File: src/rtl/turn_referee.sv
`default_nettype none
// ============================================================================
// Module      : turn_referee
// Description : Two-player turn referee. It gates the per-turn timer, accepts
//               one move per turn over a valid/ack handshake, and keeps
//               saturating scores. A timer expiry forfeits the turn. After a
//               fixed number of rounds it declares a winner.
// Revision    : 1.0 - initial release
// ============================================================================
module turn_referee #(
  parameter int MAX_ROUNDS = 5,
  parameter int SCORE_W    = 4
) (
  input  logic               clk,
  input  logic               rst_n,
  input  logic               start,
  input  logic               timer_done,
  output logic               timer_active,
  input  logic               p1_valid,
  input  logic               p1_point,
  input  logic               p2_valid,
  input  logic               p2_point,
  output logic               p1_ack,
  output logic               p2_ack,
  output logic               turn,
  output logic [SCORE_W-1:0] p1_score,
  output logic [SCORE_W-1:0] p2_score,
  output logic [7:0]         round,
  output logic               game_over,
  output logic [1:0]         winner
);

  typedef enum logic [1:0] {
    ST_IDLE    = 2'd0,
    ST_TURN    = 2'd1,
    ST_RESOLVE = 2'd2,
    ST_DONE    = 2'd3
  } state_t;

  localparam logic [SCORE_W-1:0] SCORE_MAX  = '1;
  localparam logic [7:0]         ROUND_LAST = 8'(MAX_ROUNDS);

  state_t             state, state_nx;
  logic               done_q;
  logic               timeout_evt;
  logic               move_valid;
  logic               move_point;
  logic               timer_active_nx;
  logic               p1_ack_nx, p2_ack_nx;
  logic               turn_nx;
  logic [SCORE_W-1:0] p1_score_nx, p2_score_nx;
  logic [7:0]         round_nx;
  logic               game_over_nx;
  logic [1:0]         winner_nx;

  // Only a fresh rising edge of the timer flag counts as an expiry, so a
  // level left high from the previous turn cannot forfeit the next one.
  assign timeout_evt = timer_done & ~done_q;

  // The move request that matters is the one from the player whose turn it is.
  assign move_valid = turn ? p2_valid : p1_valid;
  assign move_point = turn ? p2_point : p1_point;

  // State and every output are registered here; done_q tracks the timer flag
  // in all states.
  always_ff @(posedge clk) begin
    if (!rst_n) begin
      state        <= ST_IDLE;
      done_q       <= 1'b0;
      timer_active <= 1'b0;
      p1_ack       <= 1'b0;
      p2_ack       <= 1'b0;
      turn         <= 1'b0;
      p1_score     <= '0;
      p2_score     <= '0;
      round        <= 8'd0;
      game_over    <= 1'b0;
      winner       <= 2'b00;
    end else begin
      state        <= state_nx;
      done_q       <= timer_done;
      timer_active <= timer_active_nx;
      p1_ack       <= p1_ack_nx;
      p2_ack       <= p2_ack_nx;
      turn         <= turn_nx;
      p1_score     <= p1_score_nx;
      p2_score     <= p2_score_nx;
      round        <= round_nx;
      game_over    <= game_over_nx;
      winner       <= winner_nx;
    end
  end

  // Next-state and next-output decode; everything holds unless changed.
  always_comb begin
    state_nx     = state;
    p1_ack_nx    = 1'b0;
    p2_ack_nx    = 1'b0;
    turn_nx      = turn;
    p1_score_nx  = p1_score;
    p2_score_nx  = p2_score;
    round_nx     = round;
    game_over_nx = game_over;
    winner_nx    = winner;

    case (state)
      ST_IDLE, ST_DONE: begin
        if (start) begin
          state_nx     = ST_TURN;
          turn_nx      = 1'b0;
          p1_score_nx  = '0;
          p2_score_nx  = '0;
          round_nx     = 8'd0;
          game_over_nx = 1'b0;
          winner_nx    = 2'b00;
        end
      end

      ST_TURN: begin
        // A move in the same cycle as an expiry edge takes priority.
        if (move_valid) begin
          state_nx = ST_RESOLVE;
          if (turn) begin
            p2_ack_nx = 1'b1;
            if (move_point && (p2_score != SCORE_MAX)) begin
              p2_score_nx = p2_score + 1'b1;
            end
          end else begin
            p1_ack_nx = 1'b1;
            if (move_point && (p1_score != SCORE_MAX)) begin
              p1_score_nx = p1_score + 1'b1;
            end
          end
        end else if (timeout_evt) begin
          state_nx = ST_RESOLVE;
        end
      end

      ST_RESOLVE: begin
        turn_nx = ~turn;
        if (turn) begin
          round_nx = round + 8'd1;
          if ((round + 8'd1) == ROUND_LAST) begin
            state_nx     = ST_DONE;
            game_over_nx = 1'b1;
            if (p1_score > p2_score) begin
              winner_nx = 2'b01;
            end else if (p2_score > p1_score) begin
              winner_nx = 2'b10;
            end else begin
              winner_nx = 2'b11;
            end
          end else begin
            state_nx = ST_TURN;
          end
        end else begin
          state_nx = ST_TURN;
        end
      end

      default: begin
        state_nx = ST_IDLE;
      end
    endcase

    timer_active_nx = (state_nx == ST_TURN);
  end

endmodule
`default_nettype wire

File: config.mk
export PLATFORM = sky130hd
export DESIGN_NAME = turn_referee
export DESIGN_NICKNAME = d
export VERILOG_FILES = /design/src/rtl/turn_referee.sv
export SDC_FILE = /design/constraint.sdc
export NUM_CORES = 1
export LEC_CHECK = 0
export BUFFER_PORTS_ARGS = -buffer_cell sky130_fd_sc_hd__clkbuf_2
export CORE_UTILIZATION = 57
export CTS_CLUSTER_DIAMETER = 150
export DETAILED_ROUTE_END_ITERATION = 10
export GPL_ROUTABILITY_DRIVEN = 0
export GPL_TIMING_DRIVEN = 0
export PLACE_DENSITY = 0.82
export SLEW_MARGIN = 0
export SYNTH_ARGS = -nofsm -noshare
export SYNTH_HDL_FRONTEND = slang
export SYNTH_SLANG_ARGS = --single-unit
File: constraint.sdc
create_clock -name clk -period 3.3 [get_ports clk]
set_clock_uncertainty 0.15 [all_clocks]
set_input_delay 0.66 -clock clk [delete_from_list [all_inputs] [get_ports clk]]
set_output_delay 0.66 -clock clk [all_outputs]
set_load 0.005 [all_outputs]
==> impl_metrics.tcl, run 1 <==
set metrics [dict create \
    drt-initial-drc-count 34 \
    worst_hold_path_type "reg2reg" \
    post_cts_resize_count 0 \
    grt_util_all_layers 0.275 \
    peakVddDrop_uv 310 \
    timing.critical_path.arrival_ns 2.35 \
    postCtsSetupRepairBufs 0 \
    cp_num_cells 8 \
    final_stage_net_count 227 \
    met1_wirelength_mm 1.56 \
    internal-power_w 0.000452 \
    synth.yosys.seq_area_share 0.359 \
    antenna_left 0 \
    worstSetupPathType "reg2reg" \
    setup.worst_path.start "state[0]$_SDFF_PN0_" \
    cpMaxStageDelayCell "dfxtp_1" \
    antenna_cells 0 \
    timing.critical_path.fanout_max 10 \
    power.sequential.fraction 0.519 \
    post_cts_hold_buffer_count 0 \
    detailed_place_hpwl_mm 2.45 \
    path_delay_family "simple AND/OR/NAND/NOR gates" \
    num_io_pins 31 \
    number_of_warnings_issued_by_yosys 0 \
    layout.core_utilization 0.725 \
    routed-wl-met3_um 137 \
    postRouteWirelength_mm 3.27 \
    hold_ws_ns 0.370 \
    wl_per_cell_um 13.9 \
    sw_frac_of_total 0.316 \
    crit_path_cell_trace "inv_1, ha_1, nand2b_1, buf_2, nand4_1, inv_1, nand3_1, o21ai_0" \
    last_element_of_the_critical_path "round[5]$_SDFFE_PN0P_" \
    power.static_leakage_nw 0.696 \
    detailed_routing_iterations_pass_1 4 \
    met2_wirelength_mm 1.56 \
    die_height_um 52.4 \
    cts.sinks 26 \
    core.rowCount 17 \
    first_pass_grt_wire_length_mm 5.62 \
    synth_ff_type "dfxtp_1" \
    worstSkewPairLatency_ns 0.32 \
    cts-htree-levels 1 \
    r2r_cells 8 \
    slowest_delay_ns 0.39 \
    number_of_enable_type_register_cells_in_the_synthesized_netlist 0 \
    setup_repair_after_global_routing_missed_its_margin "no" \
    cts-buffers-inserted 3 \
    netlist_instances 175 \
    r2r-start "state[0]$_SDFF_PN0_" \
    route.vias.total 1378 \
    timing.reg2reg.setup_slack_ns 1.06 \
    final_common_cell "clkbuf_2" \
    synth_area_per_cell_um2 8.29 \
    run_status "finished clean" \
    worst_r2r_dst "round[5]$_SDFFE_PN0P_" \
    net-switching-power_w 0.000209 \
    die_x_um 52.4 \
    max-slew-margin-rel 0.435 \
    asyncSetResetFlopFracSynth 0 \
    final_hold_viol_count 0 \
    layout_worst_path_cycle_share 0.679 \
    maxUsedRoutingLayer "met4" \
    antenna_found_initial 0 \
    core_area_um2 2300 \
    layout_common_cells "29 x clkbuf_2, 26 x dfxtp_1, 17 x o21ai_0" \
    critical-path-top-cell-by-count "inv_1" \
    max-clock-path-buffers 2 \
    synthesis.nets 193 \
    share_clk_of_total_power 0.248 \
    cp_data_required_time_ns 3.41 \
    remaining_drc_errors 0 \
    total_negative_setup_slack_ns 0 \
    globalRouteOverflowTotal 0 \
    report.final.slew_viol_count 0 \
    power.combinational.fraction 0.233 \
    worstMarginPinSlew_ns 0.839 \
    cts-root-buf "clkbuf_4" \
    setup_ws_pre_cts_ns 1.09 \
    drv.max_cap_violation_count 0 \
    cts_tree "done" \
    critPathCaptureType "flop" \
    grt_start_max_net_pins 15 \
    p_total_w 0.000661 \
    mappedNetlistArea_um2 1450 \
    first_global_vias 1293 \
    synthToLayoutAreaGrowth_pct 14.9 \
    kind_of_start_point_of_the_critical_path "flop" \
    yosys_register_bits 26 \
    port_buffers 29 \
    floorplan.initialDensity 0.631 \
    power.density_cell_area_nw_per_um2 397 \
    synth.lib_cells_used.distinct 40 \
    floorplan.die_area_um2 2750 \
    clkTransAtPathRegs_ns 0.15 \
    setup_viol 0 \
    drive_gt1_frac 0.188 \
    crit_buf_inv 3 \
    fin_ws_ns 1.06 \
    clock.fmax_mhz 446 \
    final.min_clock_period_ns 2.24 \
    post_drt_via_cell_ratio 5.84 \
]
-- worst register-to-register path: stages (launching register included) --
cell and delay, ns:
dfxtp_1 0.39, inv_1 0.05, ha_1 0.37, nand2b_1 0.10, buf_2 0.21, nand4_1 0.37
inv_1 0.27, nand3_1 0.11, o21ai_0 0.16
-- sequential cells by signal (all words and copies together) (netlist names) --
signal / count
p1_score: 4
p2_ack: 1
p2_score: 4
game_over: 1
timer_active: 1
done_q: 1
round: 8
state: 2
turn: 1
winner: 2
p1_ack: 1
-- per-stage QoR --
step | instances | instance area, µm²
floorplan | 175 | 1450
global placement | 232 | 1630
detailed placement | 232 | 1630
CTS | 236 | 1670
global route | 236 | 1670
finish | 236 | 1670
-- worst min path at each step --
stage | slack, ns | depth (start not counted) | startpoint | end
after floorplan | 0.33 | 1 | round[7]$_SDFFE_PN0P_ | round[7]$_SDFFE_PN0P_
after global placement | 0.34 | 1 | round[7]$_SDFFE_PN0P_ | round[7]$_SDFFE_PN0P_
after detailed placement | 0.35 | 1 | round[7]$_SDFFE_PN0P_ | round[7]$_SDFFE_PN0P_
after CTS | 0.37 | 1 | round[7]$_SDFFE_PN0P_ | round[7]$_SDFFE_PN0P_
after global routing | 0.41 | 2 | timer_done | done_q$_SDFF_PN0_
final | 0.37 | 1 | round[7]$_SDFFE_PN0P_ | round[7]$_SDFFE_PN0P_
-- power groups by stage --
stage / clock network [W] / logic [W] / registers [W]
global route: 0.000181 / 0.000175 / 0.000346
floorplan: 0 / 0.000106 / 0.000349
global placement: 0 / 0.000145 / 0.000350
finish: 0.000164 / 0.000154 / 0.000343
detailed placement: 0 / 0.000151 / 0.000350
CTS: 0.000167 / 0.000152 / 0.000343
-- cell type report --
cell class              instances  area [µm²]
well taps                      28        35.0
fillers                       183         631
clock buffers                   4        36.3
multi-input cells             129         853
plain buffers                   7        27.5
repair buffers                 29         145
flip-flops and latches         26         520
inverters                      13        48.8
-- metal layers --
layer / GRT usage / up-vias
li1: - / 697
met1: 0.351 / 640
met2: 0.462 / 39
met3: 0.0377 / 2
met4: 0.110 / 0
met5: 0 / -
-- cell usage after synthesis (2+ instances only) --
cell type / number / area, µm²
mux2i_1: 2 / 20.0
a211oi_1: 4 / 30.0
nor2_1: 11 / 41.3
a311o_1: 2 / 20.0
nand4_1: 4 / 25.0
clkbuf_1: 6 / 22.5
nand2b_1: 4 / 25.0
o21ai_0: 17 / 85.1
a22oi_1: 4 / 30.0
ha_1: 10 / 125
dfxtp_1: 26 / 521
xnor2_1: 5 / 43.8
nor2b_1: 7 / 43.8
inv_1: 13 / 48.8
and2_1: 2 / 12.5
and3_1: 2 / 12.5
o31ai_1: 3 / 22.5
nand3_1: 12 / 60.1
a21oi_1: 9 / 45.0
nand2_1: 12 / 45.0
-- cells by family (layout without fill, tap and decap cells) --
kind of cell / Yosys count / in the layout / synth area share
XOR/XNOR: 6 / 6 / 0.0362
AO/OA/AOI/OAI: 49 / 49 / 0.223
buffers and inverters: 20 / 53 / 0.0526
adder cells (fa/ha/maj): 10 / 10 / 0.0863
flip-flops: 26 / 26 / 0.359
multiplexers: 2 / 2 / 0.0138
AND/OR/NAND/NOR: 62 / 62 / 0.230
Note: power is estimated with default switching activity, not from simulation.
==> run 2: changes to the inputs <==
--- a/config.mk
+++ b/config.mk
@@ -5,13 +5,14 @@
 export SDC_FILE = /design/constraint.sdc
 export NUM_CORES = 1
 export LEC_CHECK = 0
+export ABC_AREA = 1
 export BUFFER_PORTS_ARGS = -buffer_cell sky130_fd_sc_hd__clkbuf_2
-export CORE_UTILIZATION = 57
+export CORE_UTILIZATION = 48
 export CTS_CLUSTER_DIAMETER = 150
 export DETAILED_ROUTE_END_ITERATION = 10
 export GPL_ROUTABILITY_DRIVEN = 0
 export GPL_TIMING_DRIVEN = 0
-export PLACE_DENSITY = 0.82
+export PLACE_DENSITY = 0.73
 export SLEW_MARGIN = 0
 export SYNTH_ARGS = -nofsm -noshare
 export SYNTH_HDL_FRONTEND = slang
==> constraint.sdc (replaced) <==
create_clock -name clk -period 2 [get_ports clk]
set_clock_uncertainty 0.15 [all_clocks]
set_input_delay 0.4 -clock clk [delete_from_list [all_inputs] [get_ports clk]]
set_output_delay 0.4 -clock clk [all_outputs]
set_load 0.005 [all_outputs]
==> run 2 against run 1 <==
- the run now ends with design-rule violations left
- synthesized area is 3.0% higher
- global-route usage fell by 7.2 points
- total power rose by 97%
- clock power increased by 62%
- worst setup slack got worse by 0.97 ns
- first-iteration DRC count rose by 65%
- cell count is 17% higher
- die area grew 21%
- clock-buffer cell count stayed put
- sequential cell count unchanged
- maximum frequency grew 17%
- sequential power grew 74%
==> impl_metrics.tcl, run 2 <==
set metrics [dict create \
    run_status "finished, violations left" \
    violations "design-rule violations" \
    timing.critical_path.arrival_ns 2.02 \
    antenna_cells 0 \
    synth.cells.most_frequent "45 x nand2_1, 36 x inv_1, 26 x dfxtp_1, 16 x nand3_1" \
    remaining_drc_errors 2 \
    netlist_instances 211 \
    layout_common_cells "44 x nand2_1, 35 x inv_1, 29 x clkbuf_2" \
    floorplan.initialDensity 0.524 \
    worst_hold_path_type "in2reg" \
    cts-buffers-inserted 3 \
    grt_start_max_net_pins 15 \
    drv.max_cap_violation_count 0 \
    die_x_um 57.8 \
    synthDominantAreaCellType "dfxtp_1" \
    layout_top_registers "round x8, p1_score x4, p2_score x4" \
    power.density_cell_area_nw_per_um2 740 \
    clkTransAtPathRegs_ns 0.14 \
    max-slew-margin-rel 0.701 \
    floorplan.die_area_um2 3340 \
    wl_per_cell_um 11.5 \
    synth.yosys.seq_area_share 0.348 \
    total_negative_setup_slack_ns 0 \
    power.static_leakage_nw 0.800 \
    cts.sinks 26 \
    final_hold_viol_count 0 \
    report.final.slew_viol_count 0 \
    cts_tree "done" \
    grt_util_all_layers 0.203 \
    globalRouteOverflowTotal 0 \
    largest_register_ffs 8 \
    yosys_register_bits 26 \
    critical-path-top-cell-by-count "nor2_1" \
    number_of_warnings_issued_by_yosys 0 \
    setup_ws_pre_cts_ns 0.00320 \
    antenna_left 0 \
    mappedNetlistArea_um2 1490 \
    synth_top_area_frac 0.348 \
    timing.critical_path.fanout_max 9 \
    fin_ws_ns 0.0885 \
    dp.cells 271 \
    die_height_um 57.8 \
    cp_data_required_time_ns 2.11 \
    synthesis.nets 229 \
    detailed_place_hpwl_mm 2.42 \
    number_of_enable_type_register_cells_in_the_synthesized_netlist 0 \
    first_pass_grt_wire_length_mm 5.24 \
    critPathCaptureType "flop" \
    synth_area_per_cell_um2 7.08 \
    asyncSetResetFlopFracSynth 0 \
    final_stage_net_count 263 \
    yosys-top-cells-area "dfxtp_1 35%, nand2_1 11%, inv_1 9.0%" \
    synthToLayoutAreaGrowth_pct 17.9 \
    clock.fmax_mhz 523 \
    drive_gt1_frac 0.254 \
    core_area_um2 2850 \
    final-instance-count-excl-fill 275 \
    post_cts_hold_buffer_count 0 \
    route.vias.total 1385 \
    worstSkewPairLatency_ns 0.32 \
    worstMarginPinSlew_ns 0.449 \
    max-clock-path-buffers 2 \
    crit_buf_inv 3 \
    final_common_cell "nand2_1" \
    core.rowCount 19 \
    synth_ff_type "dfxtp_1" \
    final.min_clock_period_ns 1.91 \
    port_buffers 29 \
    cts-root-buf "clkbuf_4" \
    synthMostInstantiatedCell "nand2_1" \
    postRouteWirelength_mm 3.16 \
    layout.core_utilization 0.618 \
    first_global_vias 1214 \
    crit_path_cell_trace "ha_4, buf_4, nor2_1, nor2_1, inv_1, a21oi_2, inv_2, nor2_4, nand2_2, o22ai_1" \
    fillers 267 \
    peakVddDrop_uv 490 \
    cts-htree-levels 1 \
    path_delay_family "flip-flops" \
    setup_viol 0 \
    antenna_found_initial 0 \
    drt-initial-drc-count 56 \
    post_drt_via_cell_ratio 5.04 \
    slowest_delay_ns 0.46 \
    num_io_pins 31 \
    synth.lib_cells_used.distinct 28 \
    worstSetupPathType "reg2reg" \
    layout_worst_path_cycle_share 0.956 \
    cpMaxStageDelayCell "dfxtp_1" \
    top_register "round" \
    kind_of_start_point_of_the_critical_path "flop" \
    detailed_routing_iterations_pass_1 9 \
]
[run 2: final timing paths]
check	slack [ns]	cells past startpoint	startpoint	to
worst max-delay path	0.09	10	state[1]$_SDFF_PN0_	round[6]$_SDFFE_PN0P_
worst min-delay path	0.12	3	timer_done	done_q$_SDFF_PN0_
worst max register to register	0.09	10	state[1]$_SDFF_PN0_	round[6]$_SDFFE_PN0P_
worst min register to register	0.33	2	game_over$_SDFFE_PN0P_	game_over$_SDFFE_PN0P_
[run 2: kinds of logic after synthesis]
group	synth area share
and+or+nand+nor	0.320
buffers and inverters	0.108
AOI/OAI and AO/OA	0.117
DFF	0.348
adders and majority gates	0.0838
xor gates and xnor gates	0.0226
[run 2: final cells by class]
| cell class | instances | area (µm²) | share of cell area |
|---|---|---|---|
| multi-input cells | 143 | 856 | 0.486 |
| inverters | 40 | 150 | 0.0852 |
| clock buffers | 4 | 36.3 | 0.0206 |
| repair buffers | 29 | 145 | 0.0824 |
| flip-flops and latches | 26 | 524 | 0.298 |
| well taps | 31 | 38.8 | 0.0220 |
| plain buffers | 2 | 11.3 | 0.00639 |
[run 2: per-stage QoR]
stage	total power [W]	cell area [µm²]	hold WS (ns)
2_1_floorplan	0.000892	1490	0.306
3_3_place_gp	0.000998	1680	0.303
3_5_place_dp	0.00101	1680	0.307
4_1_cts	0.00128	1720	0.118
5_1_grt	0.00141	1760	0.106
6_report	0.00130	1760	0.118
[run 2: timing repair]
action                                  4_1_cts  5_1_grt
endpoints found under the setup margin        7       21
resized for setup                             1       11
buffers inserted                              0        0
[run 2: per-layer routing]
| metal | vias up | global-route usage | part of all wire |
|---|---|---|---|
| met4 | 0 | 0.0714 | 0.014 |
| met5 | - | 0 | 0 |
| met1 | 606 | 0.302 | 0.52 |
| met3 | 5 | 0.0290 | 0.040 |
| met2 | 25 | 0.301 | 0.43 |
| li1 | 749 | - | - |
[run 2: power breakdown]
part / total [W] / internal, W / switching [W]
Combinational: 0.000440 / 0.000155 / 0.000286
Sequential: 0.000598 / 0.000558 / 0.0000407
Clock: 0.000265 / 0.000111 / 0.000154
[run 2: worst reg2reg max path, stage by stage, from the launching register on]
cell and delay [ns]:
dfxtp_1 0.46, ha_4 0.16, buf_4 0.15, nor2_1 0.08
nor2_1 0.16, inv_1 0.10, a21oi_2 0.15, inv_2 0.08
nor2_4 0.11, nand2_2 0.11, o22ai_1 0.14
==> run 3: changes to the inputs <==
--- a/config.mk
+++ b/config.mk
@@ -13,7 +13,7 @@
 export GPL_ROUTABILITY_DRIVEN = 0
 export GPL_TIMING_DRIVEN = 0
 export PLACE_DENSITY = 0.73
-export SLEW_MARGIN = 0
+export SLEW_MARGIN = 15
 export SYNTH_ARGS = -nofsm -noshare
 export SYNTH_HDL_FRONTEND = slang
 export SYNTH_SLANG_ARGS = --single-unit
==> constraint.sdc (replaced) <==
create_clock -name clk -period 2 [get_ports clk]
set_clock_uncertainty 0.15 [all_clocks]
set_input_delay 0.1 -clock clk [delete_from_list [all_inputs] [get_ports clk]]
set_output_delay 0.1 -clock clk [all_outputs]
set_load 0.005 [all_outputs]
==> run 3 against run 2 <==
- sequential cell count unchanged
- the run still ends with design-rule violations left
- total power increased by 0.49%
- critical path depth unchanged
- global-route usage unchanged
- clock-buffer cell count unchanged
- die area unchanged
- sequential share of layout area decreased by 0.33 points
- highest routed layer unchanged
- clock power about the same
- cell count increased by 0.73%
- worst setup slack got worse by 0.0092 ns
==> impl_metrics.tcl, run 3 (synthesis gave the netlist of run 2 again) <==
set metrics [dict create \
    run_status "finished, violations left" \
    violations "design-rule violations" \
    antenna_cells 0 \
    placement.cell_area_um2 1680 \
    floorplan.initialDensity 0.524 \
    detailed_routing_iterations_pass_1 9 \
    layout_top_registers "round x8, p1_score x4, p2_score x4" \
    first_pass_grt_wire_length_mm 5.24 \
    die_x_um 57.8 \
    first_global_vias 1215 \
    grt_start_max_net_pins 15 \
    worst_hold_path_type "in2reg" \
    worstSkewPairLatency_ns 0.32 \
    fin_ws_ns 0.0793 \
    post-route-cell-area_um2 1780 \
    core.rowCount 19 \
    post_drt_via_cell_ratio 5.06 \
    worstSetupPathType "reg2reg" \
    grt_util_all_layers 0.203 \
    cts-buffers-inserted 3 \
    cts.sinks 26 \
    top_register "round" \
    layout_worst_path_cycle_share 0.960 \
    floorplan.die_area_um2 3340 \
    report.final.slew_viol_count 0 \
    timing.reg2reg.setup_slack_ns 0.08 \
    remaining_drc_errors 2 \
    drive_gt1_frac 0.252 \
    final.min_clock_period_ns 1.92 \
    max-clock-path-buffers 2 \
    final_common_cell "nand2_1" \
    cts_tree "done" \
    power.static_leakage_nw 0.808 \
    multi_input_comb_area_um2 856 \
    detailed_place_hpwl_mm 2.42 \
    synthToLayoutAreaGrowth_pct 19.3 \
    wl_per_cell_um 11.5 \
    postRouteWirelength_mm 3.18 \
    layout.core_utilization 0.625 \
    port_buffers 29 \
    timing.critical_path.arrival_ns 2.03 \
    antenna_left 0 \
    cts-htree-levels 1 \
    final-instance-count-excl-fill 277 \
    final_hold_viol_count 0 \
    fillers 266 \
    num_io_pins 31 \
    total_negative_setup_slack_ns 0 \
    setup_ws_pre_cts_ns 0.00320 \
    power.density_cell_area_nw_per_um2 736 \
    dp.cells 271 \
    core_area_um2 2850 \
    cts-root-buf "clkbuf_4" \
    largest_register_ffs 8 \
    max-slew-margin-rel 0.700 \
    timing.critical_path.fanout_max 9 \
    clock.fmax_mhz 521 \
    final-seq-area_um2 524 \
    kind_of_start_point_of_the_critical_path "flop" \
    die_height_um 57.8 \
    drt-initial-drc-count 50 \
    worstMarginPinSlew_ns 0.450 \
    critPathCaptureType "flop" \
    antenna_found_initial 0 \
    cp_data_required_time_ns 2.11 \
    clkTransAtPathRegs_ns 0.14 \
    peakVddDrop_uv 490 \
    layout_common_cells "44 x nand2_1, 35 x inv_1, 29 x clkbuf_2" \
    drv.max_cap_violation_count 0 \
    globalRouteOverflowTotal 0 \
    setup_viol 0 \
    route.vias.total 1401 \
    final_stage_net_count 265 \
]
-- run 3: cell count changes in the layout (fill, tap and decap cells not counted), sizes merged --
cell and change:
dlygate4sd3 +2
-- run 3: final timing paths --
check	depth (start not counted)	from	endpoint
worst min-delay path	3	rst_n	done_q$_SDFF_PN0_
worst max register to register	10	state[1]$_SDFF_PN0_	round[6]$_SDFFE_PN0P_
worst min register to register	2	game_over$_SDFFE_PN0P_	game_over$_SDFFE_PN0P_
worst max-delay path	10	state[1]$_SDFF_PN0_	round[6]$_SDFFE_PN0P_
-- run 3: final cells by class --
cell class | count | area share
well taps | 31 | 0.0218
multi-input cells | 143 | 0.480
plain buffers | 2 | 0.00632
inverters | 40 | 0.0843
clock buffers | 4 | 0.0204
flip-flops and latches | 26 | 0.294
repair buffers | 31 | 0.0927
-- run 3: worst max-delay path, stage by stage (launching register included) --
cell and delay (ns):
dfxtp_1 0.47, ha_4 0.16, buf_4 0.15, nor2_1 0.08, nor2_1 0.16, inv_1 0.10, a21oi_2 0.15, inv_2 0.08
nor2_4 0.11, nand2_2 0.11, o22ai_1 0.14
-- run 3: what timing repair did --
item / in CTS / in global routing
buffers inserted: 0 / 0
hold endpoints to repair: 3 / 0
hold buffers: 2 / 0
gates resized for setup: 1 / 11
setup endpoints to repair: 7 / 21
-- run 3: where the power goes --
part / internal (W) / total [W] / switching, W
Combinational: 0.000158 / 0.000444 / 0.000287
Sequential: 0.000558 / 0.000598 / 0.0000408
Clock: 0.000112 / 0.000268 / 0.000157
Total: 0.000827 / 0.00131 / 0.000484
-- run 3: metal layers --
metal	global-route usage	routed length [µm]	vias to the layer above
met5	0	0	-
met4	0.0714	45	0
met3	0.0268	123	5
met2	0.302	1360	30
met1	0.302	1650	614
li1	-	-	752
-- run 3: per-stage QoR --
stage | hold WS (ns) | power [W]
after floorplan | 0.0435 | 0.000892
after global placement | 0.147 | 0.000998
after global routing | 0.0262 | 0.00141
after CTS | 0.0281 | 0.00128
after detailed placement | 0.157 | 0.00101
final | 0.0225 | 0.00131
